**src/rtl/dff_debounce_edge.sv**
```systemverilog
// rtl/dff_debounce_edge.sv - synchronizer, debouncer, edge pulses and saturating edge counter
//
// Conditions a raw asynchronous level before downstream sequential logic samples it.
// Optional glitch counter is enabled by defining DFF_DEBOUNCE_GLITCH_CNT_EN; when the
// macro is undefined glitch_cnt is tied to zero and no glitch logic exists.
//
// Ports:
//   clk        rising-edge clock
//   rst_n      asynchronous active-low reset
//   d_in       raw asynchronous level
//   cnt_clr    synchronous clear of edge_cnt, cnt_sat and glitch_cnt
//   q_stable   debounced, synchronized level
//   rise_pulse one-cycle strobe on q_stable 0->1
//   fall_pulse one-cycle strobe on q_stable 1->0
//   edge_cnt   saturating count of q_stable rising edges
//   cnt_sat    high while edge_cnt is all-ones
//   glitch_cnt saturating count of rejected glitches (zero when feature disabled)

module dff_debounce_edge #(
    parameter int SYNC_STAGES     = 2,
    parameter int DEBOUNCE_CYCLES = 4,
    parameter int CNT_W           = 8
) (
    input  logic             clk,
    input  logic             rst_n,
    input  logic             d_in,
    input  logic             cnt_clr,
    output logic             q_stable,
    output logic             rise_pulse,
    output logic             fall_pulse,
    output logic [CNT_W-1:0] edge_cnt,
    output logic             cnt_sat,
    output logic [CNT_W-1:0] glitch_cnt
);

    localparam int              DB_W    = $clog2(DEBOUNCE_CYCLES) + 1;
    localparam logic [DB_W-1:0] DB_LAST = DB_W'(DEBOUNCE_CYCLES - 1);

    logic [SYNC_STAGES-1:0] sync_q;
    logic                   d_sync;
    logic [DB_W-1:0]        db_cnt;
    logic [DB_W-1:0]        db_next;
    logic                   q_next;
    logic                   rise_next;
    logic                   fall_next;
    logic [CNT_W-1:0]       edge_next;

    assign d_sync = sync_q[SYNC_STAGES-1];

    // Plain shift chain: no logic between stages so each flop has a full
    // cycle to resolve metastability.
    always_ff @(posedge clk or negedge rst_n) begin
        if (!rst_n) begin
            sync_q <= '0;
        end else begin
            sync_q <= {sync_q[SYNC_STAGES-2:0], d_in};
        end
    end

    // Counter tracks how many consecutive cycles d_sync has disagreed with
    // q_stable; the level is accepted on the DEBOUNCE_CYCLES-th disagreement.
    always_comb begin
        q_next  = q_stable;
        db_next = db_cnt;
        if (d_sync == q_stable) begin
            db_next = '0;
        end else if (db_cnt == DB_LAST) begin
            q_next  = d_sync;
            db_next = '0;
        end else begin
            db_next = db_cnt + 1'b1;
        end
    end

    assign rise_next = q_next & ~q_stable;
    assign fall_next = ~q_next & q_stable;

    // Clear wins over a coincident rising update.
    always_comb begin
        edge_next = edge_cnt;
        if (cnt_clr) begin
            edge_next = '0;
        end else if (rise_next && !(&edge_cnt)) begin
            edge_next = edge_cnt + 1'b1;
        end
    end

    // Pulses come from the next-state so they line up with the cycle in
    // which q_stable shows its new value.
    always_ff @(posedge clk or negedge rst_n) begin
        if (!rst_n) begin
            db_cnt     <= '0;
            q_stable   <= 1'b0;
            rise_pulse <= 1'b0;
            fall_pulse <= 1'b0;
            edge_cnt   <= '0;
            cnt_sat    <= 1'b0;
        end else begin
            db_cnt     <= db_next;
            q_stable   <= q_next;
            rise_pulse <= rise_next;
            fall_pulse <= fall_next;
            edge_cnt   <= edge_next;
            cnt_sat    <= &edge_next;
        end
    end

`ifdef DFF_DEBOUNCE_GLITCH_CNT_EN
    // A glitch is a partial disagreement run that ends with d_sync falling
    // back to the current stable level.
    logic glitch_evt;

    assign glitch_evt = (d_sync == q_stable) && (db_cnt != '0);

    always_ff @(posedge clk or negedge rst_n) begin
        if (!rst_n) begin
            glitch_cnt <= '0;
        end else if (cnt_clr) begin
            glitch_cnt <= '0;
        end else if (glitch_evt && !(&glitch_cnt)) begin
            glitch_cnt <= glitch_cnt + 1'b1;
        end
    end
`else
    assign glitch_cnt = '0;
`endif

endmodule
```
**config.mk**
```make
export PLATFORM = sky130hd
export DESIGN_NAME = dff_debounce_edge
export DESIGN_NICKNAME = d
export VERILOG_FILES = /design/src/rtl/dff_debounce_edge.sv
export SDC_FILE = /design/constraint.sdc
export NUM_CORES = 1
export LEC_CHECK = 0
export BUFFER_PORTS_ARGS = -buffer_cell sky130_fd_sc_hd__buf_2
export CORE_AREA = 2 2 46 48
export DETAILED_ROUTE_END_ITERATION = 10
export DIE_AREA = 0 0 48 50
export GPL_TIMING_DRIVEN = 0
export PLACE_DENSITY = 0.84
export SYNTH_ARGS = -nofsm -noshare
export SYNTH_HDL_FRONTEND = slang
export SYNTH_SLANG_ARGS = --single-unit
```
**constraint.sdc**
```tcl
create_clock -name clk -period 2.6 [get_ports clk]
set_clock_uncertainty 0.15 [all_clocks]
set_input_delay 0.39 -clock clk [delete_from_list [all_inputs] [get_ports clk]]
set_output_delay 0.39 -clock clk [all_outputs]
set_load 0.02 [all_outputs]
```
# [Word-level counts from Yosys, hierarchy flattened]
# Index checks and enable logic that the tools add are counted.
[word_totals] ff_bits=17 inputBits=4 out_inout_bits=20 word_cells=25
[op_classes] add_sub_neg=2 n_eq_ne=2 muxes=6 bitwise=4 reduce_logical=4
[op_table] operator="8-bit two-way mux" n=2
[op_table] operator="8-bit AND reduction" n=2
[op_table] operator="8-bit by 1-bit adder with 8-bit output (second input constant)" n=1
[op_table] operator="3-bit two-way mux" n=2
[op_table] operator="3-bit by 1-bit adder with 3-bit output (second input constant)" n=1
[op_table] operator="3-bit by 2-bit equality test with 1-bit output (second input constant)" n=1
[op_table] operator="1-bit bitwise AND" n=2
[op_table] operator="1-bit two-way mux" n=2
[op_table] operator="1-bit inverter" n=2
[op_table] operator="1-bit equality test" n=1
[op_table] operator="1-bit logical AND" n=1
[op_table] operator="1-bit logical NOT" n=1

# [Logic depth before layout (Yosys ltp)]
[logic_depth] ltp_word=8 mapped_depth=7 ltp_nobuf=7

# [Least setup slack after synthesis]
# No wires, ideal clock.
[synth_path] path_type="register -> register" from="reg edge_cnt[0]" to="reg cnt_sat" t_arrival_ns=1.780 required_ns=2.350 setup_slack_ns=0.570 stages_incl_launch_ff=7 synth_period_minus_slack_ns=2.030 path_cell_list="dfrtp_1 ha_1 and3_1 and4_1 a311oi_2 nand3_1 nor4bb_1"
[synth_between] elab_chain_len=6 elab_cells_between_ends=7 classes_between="add/sub: 1; mux: 2; reduce/logical: 4"
[synth_lines] item="start, declared" line_no="31" text="output logic [CNT_W-1:0] edge_cnt,"
[synth_lines] item="start signal, assigned" line_no="103" text="edge_cnt <= edge_next;"
[synth_lines] item="parallel branches: the longest is 3 deep, another holds 8-bit by 1-bit adder with 8-bit output"
[synth_lines] item="8-bit two-way mux *" line_no="83" text="end else if (rise_next && !(&edge_cnt)) begin"
[synth_lines] item="8-bit two-way mux *" line_no="81" text="if (cnt_clr) begin"
[synth_lines] item="net edge_next[6]" line_no="46" text="logic [CNT_W-1:0] edge_next;"
[synth_lines] item="8-bit AND reduction *" line_no="104" text="cnt_sat <= &edge_next;"
[synth_lines] item="end signal, assigned" line_no="104"
[synth_lines] item="end, declared" line_no="32" text="output logic cnt_sat,"
# Mark *: on every way through the listed nets, which the timed path passes.

# [Worst setup path in the final report]
# Ends and elaborated chain as after synthesis.

==> impl_summary.log <==
INFO  metric status = completed
INFO  metric power_density = ~520 nW/um2
INFO  metric antenna_violations_before_repair = 0
INFO  metric critPathCaptureType = flip-flop
INFO  metric clock-sinks = 17
INFO  metric placement.setup.worst_slack = 0.4976 ns
INFO  metric synth.cell_area = just over 900 um2
INFO  metric cts_made_buffers = 3
INFO  metric final_max_slew_viol_count = 0
INFO  metric vias_post_dr = 681
INFO  metric fin_crit = 2.140 ns
INFO  metric area.growth.synth_to_final = 18.07%
INFO  metric final_worst_setup_slack = 0.4599 ns
INFO  metric grt_max_degree = 18
INFO  metric postSynthAreaPerCell = 11.23 um2
INFO  metric clock_tree.htree_level_count = 1
INFO  metric post-place-cells = 130
INFO  metric cp_max_fo = 7
INFO  metric synthArstFlopShare = 1.000
INFO  metric floorplan.rows = 16
INFO  metric post_drt_wl_per_cell = 11.41 um
INFO  metric synth_edf_count = 0
INFO  metric detailedRoute.firstPassIterationCount = 4
INFO  metric layout_common_cells = sky130_fd_sc_hd__dfrtp_1 (17), sky130_fd_sc_hd__buf_2 (14), sky130_fd_sc_hd__buf_4 (8), sky130_fd_sc_hd__conb_1 (8), sky130_fd_sc_hd__nand2_1 (6)
INFO  metric drt-initial-drc-count = 5
INFO  metric max-clock-path-buffers = 2
INFO  metric synth-seq-area-share = 0.4620
INFO  metric ys.flop_type = sky130_fd_sc_hd__dfrtp_1
INFO  metric hp-class = input port to flip-flop
INFO  metric start_util = 0.4842
INFO  metric fp.dieArea = 2400 um2
INFO  metric antenna_cells = 0
INFO  metric clock_insertion_delay_worst_skew = about 0.28 ns
INFO  metric coreArea = ~1900 um2
INFO  metric place.port_buffers = 14
INFO  metric timing_hold_violations_final = 0
INFO  metric hpwlAfterDp = 1.194 mm
INFO  metric power_leakage = 0.5145 nW
INFO  metric cp.required = 2.63 ns
INFO  metric rsz0062_at_grt = no
INFO  metric whs_path_depth = 1
INFO  metric gp_congestion = 0.8293
INFO  metric grt_pass1_vias = 603
INFO  metric synthDistinctLibCells = 35
INFO  metric yosys_register_bits = 17
INFO  metric startpoint_type = flip-flop
INFO  metric layout.nets = 115
INFO  metric setup_violations = 0
INFO  metric arrival = about 2.2 ns
INFO  metric die_x = 48 um
INFO  metric maxClockFrequency = 0.4673 GHz
INFO  metric post_cts_buffers = 0
INFO  metric grtUsageTotal = 0.1485
INFO  metric utilization = 0.5717
INFO  metric wire_length_of_the_first_global_routing_pass = 2.622 mm
INFO  metric io_pins = 24
INFO  metric max_cap_viol_count = 0
INFO  metric instances_no_fill = 135
INFO  metric r2r.worst_path.cells = 6
INFO  metric layout_worst_path_cycle_share = 0.8231
INFO  metric final_layout_size_suffix_gt1_frac = 0.2963
INFO  metric synthCells = 82
INFO  metric synth.yosys.warnings = 0
INFO  metric critical_path_class = flip-flop to flip-flop
INFO  metric cts_root_buffer = sky130_fd_sc_hd__clkbuf_4
INFO  metric fin_setup_tns = 0 ns
INFO  metric drc = 0
INFO  metric postRouteAntennaNets = 0
INFO  metric layout.cells.most_common = sky130_fd_sc_hd__dfrtp_1
INFO  metric die_h = 50 um
INFO  metric tritoncts = done
INFO  metric detail_route.vias_per_cell = 5.044
INFO  metric postRouteWirelength = 1.541 mm
INFO  metric vdd.ir_drop.worst = 0.3355 mV
INFO  metric globalRouteOverflowTotal = 0
INFO  metric cts.reportedPaths.clkPinSlew = roughly 0.10 ns
## flip-flops by register name, summed over array words and instances, names as in the netlist
register / count
cnt_sat: 1
db_cnt: 3
edge_cnt: 8
fall_pulse: 1
q_stable: 1
rise_pulse: 1
sync_q: 2
## synthesized netlist by cell type (2+ instances only)
cell type	n	area [um2]
sky130_fd_sc_hd__dfrtp_1	17	425.4
sky130_fd_sc_hd__buf_4	8	60.06
sky130_fd_sc_hd__nand2_1	6	22.52
sky130_fd_sc_hd__nor2_1	5	18.77
sky130_fd_sc_hd__and4_1	3	26.28
sky130_fd_sc_hd__nand2b_1	3	18.77
sky130_fd_sc_hd__nor3_1	3	15.01
sky130_fd_sc_hd__xnor2_1	3	26.28
sky130_fd_sc_hd__a21oi_1	2	10.01
sky130_fd_sc_hd__a31oi_1	2	12.51
sky130_fd_sc_hd__ha_1	2	25.02
sky130_fd_sc_hd__mux2i_1	2	20.02
sky130_fd_sc_hd__nand3_1	2	10.01
sky130_fd_sc_hd__nor3b_1	2	15.01
sky130_fd_sc_hd__xor2_1	2	17.52
## kinds of logic after synthesis
family                     after synthesis  share of synthesized area
AOI/OAI and AO/OA                       10                     0.1114
xor gates and xnor gates                 5                    0.04756
muxes                                    3                    0.03397
adders and majority gates                2                    0.02717
and+or+nand+nor                         32                     0.2242
other                                    1                   0.004072
DFF                                     17                     0.4620
buffers and inverters                   12                    0.08966
## path summary, 6_finish.rpt
kind / from / endpoint / slack [ns]
worst max-delay path: edge_cnt[0]$_DFF_PN0_ / cnt_sat$_DFF_PN0_ / 0.46
worst min-delay path: d_in / sync_q[0]$_DFF_PN0_ / 0.06
worst max register to register: edge_cnt[0]$_DFF_PN0_ / cnt_sat$_DFF_PN0_ / 0.46
worst min register to register: sync_q[0]$_DFF_PN0_ / sync_q[1]$_DFF_PN0_ / 0.21
max in group asynchronous: rst_n / db_cnt[1]$_DFF_PN0_ / 1.64
min in group asynchronous: rst_n / edge_cnt[2]$_DFF_PN0_ / 0.40
## report_power, final
part | switching [mW] | total, mW | internal (mW)
sequential | 0.0190 | 0.308 | 0.289
clock | 0.0782 | 0.138 | 0.0594
combinational | 0.0656 | 0.122 | 0.0563
## stage by stage
stage	power, mW	area (um2)	hold slack, ns
floorplan	0.4059	947.2	-0.05559
global placement	0.4315	1051	0.1778
detailed placement	0.4369	1051	0.1777
CTS	0.5730	1087	0.05489
global route	0.6008	1087	0.05015
finish	0.5677	1087	0.06217
## worst max-delay path: stages (launching register included)
cell and delay [ns]:
sky130_fd_sc_hd__dfrtp_1 0.44, sky130_fd_sc_hd__ha_1 0.30, sky130_fd_sc_hd__and3_1 0.25, sky130_fd_sc_hd__and4_1 0.21
sky130_fd_sc_hd__a311oi_2 0.30, sky130_fd_sc_hd__nand3_1 0.12, sky130_fd_sc_hd__nor4bb_1 0.27
## repair_timing
item,CTS,global route
endpoints found under the hold margin,17,0
resized for setup,0,0
hold buffers,1,0
## area by class of cell
type | instances | area [um2]
fill | 160 | 814.5
multi-input combinational | 60 | 439.2
sequential | 17 | 425.4
timing repair buffer | 15 | 80.08
buffer | 10 | 75.07
tap | 27 | 33.78
clock buffer | 4 | 26.28
inverter | 2 | 7.507
## layer usage
| metal | vias to the layer above | GRT usage | part of all wire |
|---|---|---|---|
| li1 | 328 | - | - |
| met1 | 330 | 0.2248 | 0.46 |
| met2 | 21 | 0.2111 | 0.48 |
| met5 | - | 0 | 0 |
| met3 | 2 | 0.03297 | 0.050 |
| met4 | 0 | 0.04054 | 0.0058 |
(Power assumes the default switching activity.)
